<file path="config.mk">
export PLATFORM = sky130hd
export DESIGN_NAME = ifu_fetch_ctrl
export DESIGN_NICKNAME = d
export VERILOG_FILES = /design/src/rtl/ifu_fetch_ctrl_pkg.sv /design/src/rtl/ifu_skid_buf.sv /design/src/rtl/ifu_fetch_ctrl.sv
export SDC_FILE = /design/constraint.sdc
export NUM_CORES = 1
export LEC_CHECK = 0
export BUFFER_PORTS_ARGS = -buffer_cell sky130_fd_sc_hd__buf_4
export CAP_MARGIN = 20
export CORE_MARGIN = 1
export CORE_UTILIZATION = 40
export CTS_CLUSTER_SIZE = 25
export DETAILED_ROUTE_END_ITERATION = 10
export HOLD_SLACK_MARGIN = 0.06
export PLACE_DENSITY = 0.68
export SYNTH_ARGS = -nofsm -noshare
export SYNTH_HDL_FRONTEND = slang
export SYNTH_SLANG_ARGS = --single-unit
</file>
<file path="constraint.sdc">
create_clock -name clk -period 2.3 [get_ports clk]
set_clock_uncertainty 0.05 [all_clocks]
set_input_delay 0.46 -clock clk [delete_from_list [all_inputs] [get_ports clk]]
set_output_delay 0.46 -clock clk [all_outputs]
set_load 0.03 [all_outputs]
</file>
<file path="src/rtl/ifu_fetch_ctrl_pkg.sv">
// Shared definitions for the instruction fetch controller.
//   BITS_W     : width of PC, address and instruction word
//   PC_RST     : fetch PC after reset
//   PC_STEP    : sequential PC increment
//   RRESP_OKAY : read response code for a successful access
//   fetch_state_e : fetch sequencer states
package ifu_fetch_ctrl_pkg;

  localparam int unsigned       BITS_W     = 32;
  localparam logic [BITS_W-1:0] PC_RST     = 32'h8000_0000;
  localparam int unsigned       PC_STEP    = 4;
  localparam logic [1:0]        RRESP_OKAY = 2'b00;

  typedef enum logic [1:0] {
    IDLE,
    REQ,
    WAIT
  } fetch_state_e;

endpackage

</file>
<file path="src/rtl/ifu_skid_buf.sv">
// One-entry valid/ready buffer holding {pc, inst, fault} for the decode stage.
// Ports:
//   clk, rst        : clock, synchronous active-high reset
//   flush_i         : drop the held entry (takes priority over a load)
//   in_valid_i      : load request
//   in_ready_o      : buffer can accept (empty, or draining this cycle)
//   in_pc_i, in_inst_i, in_fault_i : entry to load
//   out_valid_o, out_pc_o, out_inst_o, out_fault_o : held entry
//   out_ready_i     : consumer accepts the held entry
module ifu_skid_buf #(
  parameter int unsigned BITS_W = 32
) (
  input  logic              clk,
  input  logic              rst,
  input  logic              flush_i,
  input  logic              in_valid_i,
  output logic              in_ready_o,
  input  logic [BITS_W-1:0] in_pc_i,
  input  logic [BITS_W-1:0] in_inst_i,
  input  logic              in_fault_i,
  output logic              out_valid_o,
  output logic [BITS_W-1:0] out_pc_o,
  output logic [BITS_W-1:0] out_inst_o,
  output logic              out_fault_o,
  input  logic              out_ready_i
);

  logic              valid_q, valid_d;
  logic [BITS_W-1:0] pc_q, pc_d;
  logic [BITS_W-1:0] inst_q, inst_d;
  logic              fault_q, fault_d;

  assign in_ready_o = !valid_q || out_ready_i;

  always_comb begin
    valid_d = valid_q;
    pc_d    = pc_q;
    inst_d  = inst_q;
    fault_d = fault_q;
    if (flush_i) begin
      valid_d = 1'b0;
    end else if (in_valid_i && in_ready_o) begin
      // Covers load-while-draining as well as load-into-empty.
      valid_d = 1'b1;
      pc_d    = in_pc_i;
      inst_d  = in_inst_i;
      fault_d = in_fault_i;
    end else if (valid_q && out_ready_i) begin
      valid_d = 1'b0;
    end
  end

  always_ff @(posedge clk) begin
    if (rst) begin
      valid_q <= 1'b0;
      pc_q    <= '0;
      inst_q  <= '0;
      fault_q <= 1'b0;
    end else begin
      valid_q <= valid_d;
      pc_q    <= pc_d;
      inst_q  <= inst_d;
      fault_q <= fault_d;
    end
  end

  assign out_valid_o = valid_q;
  assign out_pc_o    = pc_q;
  assign out_inst_o  = inst_q;
  assign out_fault_o = fault_q;

endmodule

</file>
<file path="src/rtl/ifu_fetch_ctrl.sv">
// Fetch-stage sequencer. Owns the fetch PC, issues one read at a time on a
// valid/ready address/data bus and hands {pc, inst, fault} to decode through
// a one-entry buffer. Redirects discard any in-flight response.
// Ports:
//   clk, rst                     : clock, synchronous active-high reset
//   redirect_valid, redirect_pc  : branch/exception redirect pulse and target
//   mem_arvalid/araddr/arready   : read address channel
//   mem_rvalid/rdata/rresp/rready: read data channel
//   out_valid/pc/inst/fault      : fetched instruction to decode
//   out_ready                    : decode accepts (low = stall)
module ifu_fetch_ctrl
  import ifu_fetch_ctrl_pkg::*;
#(
  parameter int unsigned       BITS_W  = ifu_fetch_ctrl_pkg::BITS_W,
  parameter logic [BITS_W-1:0] PC_RST  = ifu_fetch_ctrl_pkg::PC_RST,
  parameter int unsigned       PC_STEP = ifu_fetch_ctrl_pkg::PC_STEP
) (
  input  logic              clk,
  input  logic              rst,
  input  logic              redirect_valid,
  input  logic [BITS_W-1:0] redirect_pc,
  output logic              mem_arvalid,
  output logic [BITS_W-1:0] mem_araddr,
  input  logic              mem_arready,
  input  logic              mem_rvalid,
  input  logic [BITS_W-1:0] mem_rdata,
  input  logic [1:0]        mem_rresp,
  output logic              mem_rready,
  output logic              out_valid,
  output logic [BITS_W-1:0] out_pc,
  output logic [BITS_W-1:0] out_inst,
  output logic              out_fault,
  input  logic              out_ready
);

  fetch_state_e      state_q, state_d;
  logic [BITS_W-1:0] pc_q, pc_d;
  logic [BITS_W-1:0] araddr_q, araddr_d;
  logic              discard_q, discard_d;
  logic              buf_load;
  logic              buf_ready;

  always_comb begin
    state_d     = state_q;
    pc_d        = pc_q;
    araddr_d    = araddr_q;
    discard_d   = discard_q;
    mem_arvalid = 1'b0;
    mem_rready  = 1'b0;
    buf_load    = 1'b0;

    unique case (state_q)
      IDLE: begin
        state_d = REQ;
      end
      REQ: begin
        mem_arvalid = 1'b1;
        if (mem_arready) begin
          state_d = WAIT;
        end
        // The request already on the bus is for the old path; its response must go.
        if (redirect_valid) begin
          discard_d = 1'b1;
        end
      end
      WAIT: begin
        mem_rready = buf_ready;
        if (mem_rvalid && buf_ready) begin
          state_d = REQ;
          if (discard_q || redirect_valid) begin
            discard_d = 1'b0;
          end else begin
            buf_load = 1'b1;
            pc_d     = pc_q + BITS_W'(PC_STEP);
          end
        end else if (redirect_valid) begin
          discard_d = 1'b1;
        end
      end
      default: begin
        state_d = IDLE;
      end
    endcase

    if (redirect_valid) begin
      pc_d = redirect_pc;
    end

    // Address is captured only on entry to REQ so it stays put until accepted,
    // even if a redirect moves pc meanwhile.
    if (state_d == REQ && state_q != REQ) begin
      araddr_d = pc_d;
    end
  end

  always_ff @(posedge clk) begin
    if (rst) begin
      state_q   <= IDLE;
      pc_q      <= PC_RST;
      araddr_q  <= PC_RST;
      discard_q <= 1'b0;
    end else begin
      state_q   <= state_d;
      pc_q      <= pc_d;
      araddr_q  <= araddr_d;
      discard_q <= discard_d;
    end
  end

  assign mem_araddr = araddr_q;

  ifu_skid_buf #(
    .BITS_W(BITS_W)
  ) u_skid_buf (
    .clk         (clk),
    .rst         (rst),
    .flush_i     (redirect_valid),
    .in_valid_i  (buf_load),
    .in_ready_o  (buf_ready),
    .in_pc_i     (pc_q),
    .in_inst_i   (mem_rdata),
    .in_fault_i  (mem_rresp != RRESP_OKAY),
    .out_valid_o (out_valid),
    .out_pc_o    (out_pc),
    .out_inst_o  (out_inst),
    .out_fault_o (out_fault),
    .out_ready_i (out_ready)
  );

endmodule

</file>
==> run summary <==
The run finished with clean final reports. Final hold violation count: 0. After synthesis, the share of cell area in mux cells is 1.50%. The synthesized design contains 133 register bits. The synthesized design spends more area on one cell type than any other, namely sky130_fd_sc_hd__dfxtp_1. The run gives 58.9% as the worst slew slack as a fraction of its limit. The congestion estimate from routability-driven global placement came to 0.891. Compared with the post-synthesis result, the final layout area differs by 42.8%.

The met3 usage in global routing was 6.35%; the critical path arrival was 2.44 ns. Final setup violation count: 0. The largest individual stage delay along the critical path comes from the cell sky130_fd_sc_hd__or4_1. After legalization and detailed placement, the total HPWL measured 11200 um. For this run the aggregate overflow at the end of global routing stands at 0. The tools report the initial antenna violation count as 0. Entering global routing, the biggest net connects 66 pins. The run gives 981 as the cell count after placement. The synthesized netlist occupies a cell area of 5350 um^2.

Ranked by total cell area, the synthesized netlist is headed by sky130_fd_sc_hd__dfxtp_1 (50%), sky130_fd_sc_hd__nand2_1 (11%), sky130_fd_sc_hd__a21oi_1 (7.2%), sky130_fd_sc_hd__nor2_1 (3.3%), sky130_fd_sc_hd__clkbuf_1 (2.9%). In this run the power spent charging and discharging nets is 1.43 mW. The tools report the number of fillers in the final layout as 1177.

Yosys printed 0 warnings. The slew of the pin with the lowest slew margin is 0.616 ns, and the part of the total power dissipated in sequential elements is 41.1%. The number of buffers added on ports is 171. The worst-case IR drop observed on VDD is 478 uV. In this run the power density over the cells is 788 nW/um^2.

The die is 118 um tall. After Yosys synthesis, XOR and XNOR cells account for 3.60% of the synthesized area. The total routing resource utilization after global routing was 23.0%. Of the available clock period, the critical path in the final layout requires 94.4%. For this design the top-level I/O count stands at 172. The synthesized netlist devotes 0.234% of its cell area to adder and majority cells. The tools report the clock sink count as 133. The type of element capturing the critical path is a register. In this run the worst path has a maximum fanout of 4.

The logs give 3.19 nW for the standby leakage power and 5243 for the via total after detailed routing. For met1 alone, demand over resource in global routing was 30.0%. The synthesized net count is 728. The initial cell density of the core came out at 41.7%. In the layout the commonest cells are sky130_fd_sc_hd__buf_4 (196), sky130_fd_sc_hd__nand2_1 (156), sky130_fd_sc_hd__dfxtp_1 (132). Measured along the x axis, the die boundary spans 118 um. The number of buffers and inverters on the critical path works out to 1.

Setup repair after global routing left no endpoint under its margin. met2 is the most crowded layer. The clock-pin transition on the worst setup and hold timing paths was 0.06 ns. The area share of and/or/nand/nor cells after synthesis works out to 27.0%. The detailed router finished its first iteration with 381 violations. The synthesized netlist devotes 14.0% of its cell area to compound gates. The kind of cell adding the most delay to the critical path is simple AND/OR/NAND/NOR gates. After synthesis, the netlist uses 45 different library cells. Of the total power, combinational logic draws 10.4%. STA classifies the critical path startpoint as a register. The internal power of the cells was 4.59 mW. The setup TNS after final layout is 0 ns, and the post-CTS setup repair buffer count is 0. For the number of search-and-repair iterations in the first detailed-routing pass, the log shows 5. The area of the core is 12800 um^2. The main combinational cell family by area after synthesis is simple AND/OR/NAND/NOR gates. The number of design rule violations left after detail routing is 0.

Dividing the detail-routed wire length by the instance count gives 15.5 um. The die covers 13800 um^2. Top-area cell type share of the netlist area: 49.7%. The number of antenna diodes in the final layout is 0. The type of the tightest min-delay check was primary input to register. Global routing used 36.1% of the available met2 tracks. The synthesized area per cell is 8.17 um^2, and the row count is 41. TritonCTS built the clock tree. For the share of the yosys chip area belonging to registers, the log shows 49.7%.

Leaving out fill and tap cells, the most frequent cell in the layout is sky130_fd_sc_hd__buf_4. The via count normalized by instance count was 5.18. The share of total power consumed by net switching was 23.8%. The H-tree was split into 4 levels. Timing would allow up to 460 MHz. For the worst setup path, the data required time is 2.56 ns.

The post-route minimum period is 2.17 ns. The part of the total power dissipated in the clock network was 48.5%. The largest single stage delay on the critical path is 0.56 ns.

Clock tree synthesis selected as its root buffer the cell sky130_fd_sc_hd__clkbuf_16. For this run, the post-layout net count is 901. The detail route stage leaves a number of antenna-violating nets equal to 0. The critical path is of the register to register type. Number of standard cells in the layout, taps in and fillers out: 1013. The final number of max-transition violations came out at 0.

Counting every instance in the synthesized netlist gives 655. For the worst-skew pair, the clock arrives at the later sink with an insertion delay of 0.42 ns. The number of clock buffers added by TritonCTS is 17. On the final layout, the worst hold slack is 0.241 ns. The routed design has 15700 um of wire.

The number of global-route vias before repair was 4868; the global-route wire length before repair was 25100 um. For the number of maximum-capacitance constraint violations, the log shows 0. Traced cell by cell, the critical path runs through nand2_1, or4_1, nor3_1, buf_4, and3_1, o21ai_0, a31o_2. In this run the deepest clock path goes through 2 buffers. The post-route netlist has 28.9% of its cells at a drive strength greater than 1.
[power groups by stage]
| stage | logic (mW) | clock network [mW] | registers [mW] |
|---|---|---|---|
| 2_1_floorplan | 0.237 | 0 | 2.61 |
| 3_3_place_gp | 0.613 | 0 | 2.52 |
| 3_5_place_dp | 0.622 | 0 | 2.52 |
| 4_1_cts | 0.626 | 2.96 | 2.47 |
| 5_1_grt | 0.673 | 3.08 | 2.48 |
| 6_report | 0.626 | 2.92 | 2.48 |
[logic make-up (layout without fill, tap and decap cells)]
logic type      Yosys count  in the layout
compound gates          128            128
xor+xnor                 22             22
fa+ha+maj                 1              1
buf+inv                  54            240
flops                   133            133
mux                       8              8
simple gates            309            309
[synth_stat cells, drive strengths merged]
cell	instances
a21boi	1
a211o	1
or3	2
ha	1
nor3	29
and4	4
and3	5
a21o	4
buf	5
and3b	1
a31o	1
and2	3
dfxtp	133
a21oi	77
inv	7
o31ai	5
nand4b	1
nor2b	6
o41ai	11
nor2	47
nand2	156
and4b	1
o21bai	3
mux2i	8
o21a	2
a32oi	1
nor4	7
nand2b	4
clkbuf	42
nand3	11
xor2	16
a31oi	3
xnor2	6
a211oi	7
and2b	1
and4bb	1
nor3b	3
o21ai	12
nand3b	20
nand4	5
or4	2
[layer usage]
layer / wire [um] / vias to the layer above
met3: 790 / 26
met4: 315 / 0
met5: 0 / -
li1: - / 2583
met2: 7350 / 175
met1: 7240 / 2459
[registers in the layout, summed over array words and instances (netlist names)]
signal and cells:
state_q 2, u_skid_buf.out_valid_o 1, u_skid_buf.out_fault_o 1, u_skid_buf.out_pc_o 32, u_skid_buf.out_inst_o 32, pc_q 32
discard_q 1, mem_araddr 32
[worst paths after layout]
check | from | endpoint | slack [ns] | cells after the start
worst max-delay path | pc_q[13]$_SDFF_PP0_ | mem_araddr[22]$_SDFFE_PP0P_ | 0.13 | 7
worst min-delay path | mem_rdata[23] | u_skid_buf.out_inst_o[23]$_SDFFE_PP0P_ | 0.24 | 3
worst max register to register | pc_q[13]$_SDFF_PP0_ | mem_araddr[22]$_SDFFE_PP0P_ | 0.13 | 7
worst min register to register | u_skid_buf.out_inst_o[1]$_SDFFE_PP0P_ | u_skid_buf.out_inst_o[1]$_SDFFE_PP0P_ | 0.40 | 2
[final cells by class]
cell class	instances	area [um^2]	share of cell area, %
multi-input combinational	468	2520	33.0
clock buffer	19	433	5.67
sequential	133	2660	34.9
tap	172	215	2.82
inverter	7	26.3	0.344
clock inverter	13	206	2.70
timing repair buffer	201	1570	20.6
[per-stage QoR]
| stage | power (mW) | setup slack (ns) | cell area (um^2) | util, % |
|---|---|---|---|---|
| 4_1_cts | 6.06 | 0.0362 | 7620 | 59.4 |
| 3_5_place_dp | 3.14 | -0.00139 | 6970 | 54.4 |
| 5_1_grt | 6.24 | 0.00209 | 7640 | 59.6 |
| 2_1_floorplan | 2.84 | 0.0838 | 5350 | - |
| 3_3_place_gp | 3.13 | 0.0204 | 6970 | 54.4 |
| 6_report | 6.02 | 0.128 | 7640 | 59.6 |
[worst register-to-register path, cell delays in order (launching register included)]
cell                      delay [ns]
sky130_fd_sc_hd__dfxtp_1        0.40
sky130_fd_sc_hd__nand2_1        0.11
sky130_fd_sc_hd__or4_1          0.56
sky130_fd_sc_hd__nor3_1         0.27
sky130_fd_sc_hd__buf_4          0.20
sky130_fd_sc_hd__and3_1         0.14
sky130_fd_sc_hd__o21ai_0        0.08
sky130_fd_sc_hd__a31o_2         0.26
[timing repair]
action	CTS	global route
gates resized for setup	1	5
pin swaps	0	0
hold buffers	0	0
setup endpoints to repair	1	12
cloned	0	0
Power figures use the tool's default switching activity.
